$ cat config.mk
export PLATFORM = sky130hd
export DESIGN_NAME = breakout_game_sequencer
export DESIGN_NICKNAME = d
export VERILOG_FILES = /design/src/rtl/breakout_game_sequencer.sv
export SDC_FILE = /design/constraint.sdc
export NUM_CORES = 1
export LEC_CHECK = 0
export CAP_MARGIN = 25
export CORE_UTILIZATION = 42
export DETAILED_ROUTE_END_ITERATION = 10
export GPL_TIMING_DRIVEN = 0
export PLACE_DENSITY = 0.83
export SLEW_MARGIN = 40
export SYNTH_ARGS = -nofsm -noshare
export SYNTH_HDL_FRONTEND = slang
export SYNTH_SLANG_ARGS = --single-unit
$ cat constraint.sdc
create_clock -name clock -period 1.68 [get_ports clock]
set_clock_uncertainty 0.1 [all_clocks]
set_input_delay 0.336 -clock clock [delete_from_list [all_inputs] [get_ports clock]]
set_output_delay 0.336 -clock clock [all_outputs]
set_load 0.01 [all_outputs]
$ cat src/rtl/breakout_game_sequencer.sv
// Breakout game-flow FSM: frame tick from scan position, IDLE/SERVE/PLAY/LOST/CLEAR/OVER, lives/level.
// All outputs registered (one clock after the causing input); no backpressure, inputs are pulses.
module breakout_game_sequencer #(
    parameter int FRAME_Y      = 481,
    parameter int LIVES_INIT   = 3,
    parameter int MAX_LEVEL    = 9,
    parameter int SERVE_FRAMES = 60,
    parameter int LOST_FRAMES  = 90,
    parameter int CLEAR_FRAMES = 120
) (
    input  logic       clock,
    input  logic       reset,
    input  logic [9:0] pixel_x,
    input  logic [9:0] pixel_y,
    input  logic       btn_start,
    input  logic       ball_lost,
    input  logic       level_clear,
    output logic       frame_tick,
    output logic       move_en,
    output logic       ball_serve,
    output logic [2:0] lives,
    output logic [3:0] level,
    output logic [2:0] game_state
);

    localparam logic [2:0] S_IDLE  = 3'd0;
    localparam logic [2:0] S_SERVE = 3'd1;
    localparam logic [2:0] S_PLAY  = 3'd2;
    localparam logic [2:0] S_LOST  = 3'd3;
    localparam logic [2:0] S_CLEAR = 3'd4;
    localparam logic [2:0] S_OVER  = 3'd5;

    // Exit fires on the tick that brings the count up to *_FRAMES.
    localparam logic [7:0] SERVE_LAST = 8'(SERVE_FRAMES - 1);
    localparam logic [7:0] LOST_LAST  = 8'(LOST_FRAMES - 1);
    localparam logic [7:0] CLEAR_LAST = 8'(CLEAR_FRAMES - 1);
    localparam logic [2:0] LIVES_RST  = 3'(LIVES_INIT);
    localparam logic [3:0] LEVEL_TOP  = 4'(MAX_LEVEL);

    logic       hit, tick_d, start_edge;
    logic       hit_q, tick_q, move_q, serve_q;
    logic       sync1_q, sync2_q, sync3_q;
    logic [2:0] state_q, state_d;
    logic [7:0] cnt_q, cnt_d;
    logic [2:0] lives_q, lives_d;
    logic [3:0] level_q, level_d;

    assign hit        = (pixel_y == 10'(FRAME_Y)) && (pixel_x == 10'd0);
    assign tick_d     = hit && !hit_q;
    assign start_edge = sync2_q && !sync3_q;

    always_comb begin
        state_d = state_q;
        lives_d = lives_q;
        level_d = level_q;
        case (state_q)
            S_IDLE, S_OVER: begin
                if (start_edge) begin
                    state_d = S_SERVE;
                    lives_d = LIVES_RST;
                    level_d = 4'd1;
                end
            end
            S_SERVE: begin
                if (tick_q && cnt_q == SERVE_LAST) state_d = S_PLAY;
            end
            S_PLAY: begin
                // A simultaneous clear takes precedence and costs no life.
                if (level_clear) begin
                    state_d = S_CLEAR;
                    level_d = (level_q >= LEVEL_TOP) ? LEVEL_TOP : level_q + 4'd1;
                end else if (ball_lost) begin
                    state_d = S_LOST;
                    lives_d = (lives_q == 3'd0) ? 3'd0 : lives_q - 3'd1;
                end
            end
            S_LOST: begin
                if (tick_q && cnt_q == LOST_LAST)
                    state_d = (lives_q == 3'd0) ? S_OVER : S_SERVE;
            end
            S_CLEAR: begin
                if (tick_q && cnt_q == CLEAR_LAST) state_d = S_SERVE;
            end
            default: state_d = S_IDLE;
        endcase
        cnt_d = (state_d != state_q) ? 8'd0 : cnt_q + {7'd0, tick_q};
    end

    always_ff @(posedge clock or posedge reset) begin
        if (reset) begin
            hit_q   <= 1'b0;
            tick_q  <= 1'b0;
            move_q  <= 1'b0;
            serve_q <= 1'b0;
            sync1_q <= 1'b0;
            sync2_q <= 1'b0;
            sync3_q <= 1'b0;
            state_q <= S_IDLE;
            cnt_q   <= 8'd0;
            lives_q <= LIVES_RST;
            level_q <= 4'd1;
        end else begin
            hit_q   <= hit;
            tick_q  <= tick_d;
            // Gating on the next state drops the tick that lands on a PLAY exit.
            move_q  <= tick_d && (state_d == S_PLAY);
            serve_q <= (state_d == S_SERVE);
            sync1_q <= btn_start;
            sync2_q <= sync1_q;
            sync3_q <= sync2_q;
            state_q <= state_d;
            cnt_q   <= cnt_d;
            lives_q <= lives_d;
            level_q <= level_d;
        end
    end

    assign frame_tick = tick_q;
    assign move_en    = move_q;
    assign ball_serve = serve_q;
    assign lives      = lives_q;
    assign level      = level_q;
    assign game_state = state_q;

endmodule
==> key figures, run 1 <==
Clock tree
  – TritonCTS Sinks: 25
  – H-tree depth: 1
  – Worst skew pair latency: between 300 and 400 ps
  – Post-CTS Hold Buffers: 0
  – CTS clk-pin slew, worst paths: around 130 ps
  – Root buffer cell: clkbuf_4
  – Clock buffer depth: 2
  – Num CTS Buffers: 3
  – CTS tree: yes

Place
  – PortBufs: 37
  – Dpl ws: -350 ps
  – Dpl hpwl: 2.27 mm
  – Post-Place Cells: between 200 and 250
  – Gpl congestion: 0.865

Logic synthesis
  – Post-synth EDFFs: 0
  – Synth warn: 0
  – Syn Nets: roughly 160
  – Main synth FF type: dfrtp_1
  – Asr flop ratio synth: 1.00
  – Yosys reg bits: 25
  – Mapped Cells: about 130
  – Register area share after synthesis: 0.462
  – Synthesized area per cell: just over 10 um^2
  – Cell variety after synth: 44
  – Synth Cell Area: between 0.001 and 0.0015 mm^2

Worst setup path
  – Critical Path Fanout Max: 8
  – WP data arrival: roughly 2100 ps
  – Worst-path cell chain: buf_1 > buf_4 > and4b_1 > o21ai_0 > o2111ai_2 > buf_4 > nor2_1
  – Cell count along the critical path: 7
  – Worst R2R End: cnt_q[6]$_DFF_PP0_
  – Crit path max-delay family: buffers and inverters
  – Most Frequent Cell on Critical Path: buf_4
  – WS Path Type: flip-flop to flip-flop
  – Worst path buffer plus inverter count: 3
  – CP peak stage delay: 470 ps
  – CP max-delay cell: dfrtp_2
  – Reg2reg setup slack: -270 ps
  – Critical Path Sink Type: flip-flop
  – R2R Path Start: game_state[1]$_DFF_PP0_
  – Startpoint Class: flip-flop
  – R2R cell count: 7
  – CP required: 1830 ps

Power
  – Static Leak: slightly above 0.9 nW
  – Worst-case vdd ir drop: between 0.3 and 0.4 mV
  – Power Total: around 1.1 mW
  – Power Density: 534 mW/mm^2

STA
  – Relative slew slack: 0.654
  – Sum Neg Setup Slack: -3100 ps
  – Maximum operating frequency: about 0.5 GHz
  – RSZ-0062 raised after global routing: true
  – Worst Slack Setup Final: -275 ps
  – Slew Viols, Final: 0
  – Final min period: between 1500 and 2000 ps
  – Worst Tran Pin Value: roughly 520 ps
  – # setup viols final: 18
  – Final Hold Viols: 0
  – Tcrit/Tclk final: 1.16

Cells and area
  – Area grow syn2layout: 47.7%
  – Util after Layout: 0.659
  – Non-Filler Instances: between 200 and 250
  – Leading cell type in the layout, fill and taps excluded: clkdlybuf4s50_1
  – Commonest cells after routing, fill and taps aside: clkdlybuf4s50_1, dfrtp_1, nor2_1
  – # nets final: 220
  – Fillers: 250
  – Antenna diode count: 0
  – Ratio of cells with drive above 1 in the final layout: 0.275

Status
  – Failing checks: negative setup slack
  – Outcome: complete, but fails checks

Drt
  – Routed length per instance: about 15 um
  – Drt pass-1 iters: 4
  – Final wirelength: 3.50 mm
  – DR vias: between 1,000 and 1,500
  – 1st-iter DRT viols: 35
  – Post-route ant nets: 0
  – Vias per cell: roughly 5.4
  – # DRC: 0

Floorplan
  – CORE AREA: roughly 0.003 mm^2
  – Boundary Pins: 38
  – Rows: 20
  – Die height: 58.9 um
  – Initial Utilization: 0.446
  – Die X: 58.9 um
  – Die Area: 0.00347 mm^2

Global routing
  – Vias in the first global route: 1,276
  – Total grt overflow: 0
  – First-pass GRT wire length: 5.62 mm
  – GRT Util Overall: 0.218
  – Largest net degree at the start of global routing: 26
  – Initial antenna violation count: 0

Job
  – Max cap viols: 0

Worst hold path
  – Tightest Hold Check Type: input pin to asynchronous set/reset pin
## per-stage QoR
stage | instance area, um^2 | hold slack, ps
floorplan | 1360 | 231
global placement | 1790 | 239
detailed placement | 1790 | 247
CTS | 1980 | 270
global route | 2010 | 299
finish | 2010 | 258
## per-layer routing
metal | vias to the layer above | global-route usage | wire length (um)
li1 | 586 | - | -
met1 | 622 | 0.272 | 1470
met2 | 49 | 0.388 | 1840
met3 | 7 | 0.0286 | 152
met4 | 0 | 0.0748 | 41
met5 | - | 0 | 0
## cells by family (layout without fill, tap and decap cells)
family | count (synthesis) | after routing | synth area share
muxes | 2 | 2 | 0.0156
xor gates and xnor gates | 7 | 7 | 0.0450
DFF | 25 | 25 | 0.462
AOI/OAI and AO/OA | 20 | 20 | 0.110
adders and majority gates | 5 | 5 | 0.0460
buffers and inverters | 10 | 66 | 0.0368
and+or+nand+nor | 64 | 64 | 0.284
## worst reg2reg max path: cells and delay by family, from the launching register on
kind	cells	cell delay (ps)
compound gates	2	460
flops	1	470
simple gates	2	350
buf+inv	3	510
## layout make-up
class	count	area [um^2]	share of cell area
Clock buffer	4	26.3	0.0131
Multi-Input combinational cell	98	768	0.382
Sequential cell	25	632	0.314
Inverter	7	26.3	0.0131
Timing Repair Buffer	53	480	0.239
Buffer	2	22.5	0.0112
Tap cell	44	55.1	0.0274
## sequential cells by signal, summed over array words and instances, names as in the netlist
register,count
ball_serve,1
game_state,3
sync3_q,1
move_en,1
frame_tick,1
sync2_q,1
lives,3
level,4
cnt_q,8
sync1_q,1
hit_q,1
## synthesized netlist by cell type, types with 2 or more instances
master     n  share of area
dfrtp_1   22           0.40
nor2_1    19          0.052
nand2_1    8          0.022
inv_1      7          0.019
ha_1       5          0.046
nor3_1     5          0.018
o21ai_0    5          0.018
xor2_1     5          0.032
nand2b_1   4          0.018
nand3_1    4          0.015
nor4_1     4          0.018
a21oi_1    3          0.011
and4_2     3          0.022
dfstp_2    3          0.058
a211oi_1   2          0.011
and4bb_2   2          0.018
nand4_1    2         0.0092
nor2b_1    2         0.0092
o31ai_1    2          0.011
xnor2_1    2          0.013
## power by group
part | internal (mW) | switching (mW) | total, mW
clock network | 0.0929 | 0.171 | 0.264
logic | 0.103 | 0.0775 | 0.180
registers | 0.619 | 0.0104 | 0.629
## worst max path at each step
stage                                 start                   end  slack, ps
CTS                 game_state[2]$_DFF_PP0_  level[2]$_DFFE_PP0P_       -180
finish              game_state[1]$_DFF_PP0_    cnt_q[6]$_DFF_PP0_       -270
global route        game_state[1]$_DFF_PP0_    cnt_q[6]$_DFF_PP0_       -340
floorplan           game_state[0]$_DFF_PP0_  level[2]$_DFFE_PP0P_       -110
global placement                level_clear  level[2]$_DFFE_PP0P_       -310
detailed placement              level_clear  level[2]$_DFFE_PP0P_       -350
## repair_timing
| action | in CTS | in global routing |
|---|---|---|
| endpoints found under the hold margin | 0 | 0 |
| buffers inserted | 15 | 1 |
| endpoints found under the setup margin | 27 | 20 |
| gates resized for setup | 28 | 7 |
| pin swaps | 6 | 2 |
No activity file was read; power rests on OpenSTA's default activity.
==> inputs of run 2 (changes only) <==
GPL_ROUTABILITY_DRIVEN = 0   (was unset)
==> run 2 against run 1 <==
Compared with the run above:
- the flow still finishes with violations (negative setup slack)
- sequential power about the same
- routed wire length up 5.7%
- sequential share of layout area is 0.78 points lower
- largest cell class unchanged
==> key figures, run 2 (synthesized netlist as in run 1, its figures left out) <==
STA
  – Worst Tran Pin Value: 514 ps (-4.33 ps)
  – # setup viols final: 18 (unchanged)
  – Final min period: 1940 ps (-19.2 ps)
  – Maximum operating frequency: 0.517 GHz (+0.99%)
  – Slew Viols, Final: 0 (unchanged)
  – Relative slew slack: 0.657 (+0.00289)
  – Worst Slack Setup Final: -255 ps (+19.2 ps)
  – WHS: 237 ps (-21.3 ps)
  – Tcrit/Tclk final: 1.15 (-0.0114)
  – Final Hold Viols: 0 (unchanged)
  – RSZ-0062 raised after global routing: true
  – Sum Neg Setup Slack: -3090 ps (+11.6 ps)

Worst setup path
  – R2R Path Start: cnt_q[6]$_DFF_PP0_
  – Critical Path Sink Type: flip-flop
  – Startpoint Class: flip-flop
  – R2R cell count: 6 (-1)
  – WS Path Type: flip-flop to flip-flop
  – Critical Path Fanout Max: 8 (unchanged)
  – WP data arrival: 2110 ps (about the same)
  – CP required: 1850 ps (+20 ps)
  – Worst R2R End: cnt_q[2]$_DFF_PP0_
  – Reg2reg setup slack: -260 ps (+20 ps)

Global routing
  – GRT Util Overall: 0.228 (+0.00945)
  – Vias in the first global route: 1,303 (+2.1%)
  – Largest net degree at the start of global routing: 26 (unchanged)
  – Initial antenna violation count: 0 (unchanged)
  – Total grt overflow: 0 (unchanged)
  – First-pass GRT wire length: 5.87 mm (+4.3%)

Job
  – Max cap viols: 0 (unchanged)

Clock tree
  – TritonCTS Sinks: 25 (unchanged)
  – Worst skew pair latency: 330 ps (+20 ps)
  – H-tree depth: 1 (unchanged)
  – Num CTS Buffers: 3 (unchanged)
  – CTS clk-pin slew, worst paths: 140 ps (about the same)
  – Root buffer cell: clkbuf_4
  – Clock buffer depth: 2 (unchanged)
  – CTS tree: yes
  – Post-CTS Hold Buffers: 0 (unchanged)

Floorplan
  – Die height: 58.9 um (unchanged)
  – CORE AREA: 0.00305 mm^2 (unchanged)
  – Die X: 58.9 um (unchanged)
  – Initial Utilization: 0.446 (unchanged)
  – Boundary Pins: 38 (unchanged)
  – Rows: 20 (unchanged)
  – Die Area: 0.00347 mm^2 (unchanged)

Place
  – Dpl hpwl: 2.37 mm (+4.3%)
  – Placed cell area: 0.00179 mm^2 (unchanged)
  – PortBufs: 37 (unchanged)

Power
  – Worst-case vdd ir drop: 0.415 mV (+4.8%)
  – Power Density: 537 mW/mm^2 (+0.65%)
  – Static Leak: 0.949 nW (+3.4%)

Cells and area
  – Post-route design area: 0.00206 mm^2 (+2.6%)
  – # nets final: 224 (+1.8%)
  – Top reg by flops: cnt_q
  – Area grow syn2layout: 51.5%
  – Commonest cells after routing, fill and taps aside: clkdlybuf4s50_1, dfrtp_1, buf_4
  – Leading cell type in the layout, fill and taps excluded: clkdlybuf4s50_1
  – Ratio of cells with drive above 1 in the final layout: 0.295 (+0.0202)
  – Max reg flops: 8 (unchanged)
  – Antenna diode count: 0 (unchanged)

Drt
  – 1st-iter DRT viols: 57 (+63%)
  – Vias per cell: 5.57 (+2.6%)
  – DR vias: 1,319 (+4.4%)
  – Routed length per instance: 15.6 um (+4.0%)
  – Post-route ant nets: 0 (unchanged)
  – # DRC: 0 (unchanged)
  – Drt pass-1 iters: 4 (unchanged)
  – Final wirelength: 3.70 mm (+5.7%)

Status
  – Failing checks: negative setup slack
  – Outcome: complete, but fails checks

Worst hold path
  – Tightest Hold Check Type: input pin to asynchronous set/reset pin
-- run 2: cell type report --
type,count,area (um^2)
plain buffers,3,27.5
clock buffers,3,22.5
clock inverters,1,5.00
fillers,237,991
inverters,7,26.3
multi-input cells,98,785
flip-flops and latches,25,632
well taps,44,55.1
repair buffers,56,509
-- run 2: what timing repair did --
item / in CTS / in global routing
setup endpoints to repair: 28 / 23
setup buffers: 18 / 2
resized for setup: 29 / 12
pin swaps: 12 / 7
-- run 2: metal layers --
layer	vias to the layer above	GRT usage	part of all wire
li1	601	-	-
met1	642	0.266	0.39
met2	61	0.427	0.53
met3	15	0.0220	0.049
met4	0	0.0850	0.029
met5	-	0	0
-- run 2: worst max-delay path by stage --
| stage | startpoint | endpoint | slack, ps | depth (start not counted) |
|---|---|---|---|---|
| 5_1_grt | game_state[2]$_DFF_PP0_ | cnt_q[2]$_DFF_PP0_ | -350 | 8 |
| 3_5_place_dp | level_clear | level[2]$_DFFE_PP0P_ | -370 | 6 |
| 3_3_place_gp | level_clear | level[2]$_DFFE_PP0P_ | -320 | 6 |
| 6_report | cnt_q[6]$_DFF_PP0_ | cnt_q[2]$_DFF_PP0_ | -260 | 6 |
| 4_1_cts | cnt_q[4]$_DFF_PP0_ | cnt_q[2]$_DFF_PP0_ | -210 | 6 |
| 2_1_floorplan | game_state[0]$_DFF_PP0_ | level[2]$_DFFE_PP0P_ | -110 | 6 |
-- run 2: critical path, stage by stage, from the launching register on --
cell	delay, ps
dfrtp_1	480
and4bb_2	290
and4_2	260
o31ai_1	290
o2111ai_2	180
buf_6	170
nor2_2	110
-- run 2: per-stage QoR --
| step | setup WS [ps] | std cells | total power, mW | util |
|---|---|---|---|---|
| after floorplan | -105 | 133 | 0.705 | - |
| after global routing | -352 | 237 | 1.15 | 0.675 |
| after global placement | -319 | 214 | 0.792 | 0.585 |
| after detailed placement | -367 | 214 | 0.798 | 0.585 |
| final | -255 | 237 | 1.11 | 0.675 |
| after CTS | -209 | 236 | 1.10 | 0.662 |
-- run 2: power breakdown --
group,switching (mW),internal [mW]
sequential,0.0104,0.619
combinational,0.0846,0.115
clock,0.189,0.0896
total,0.284,0.823
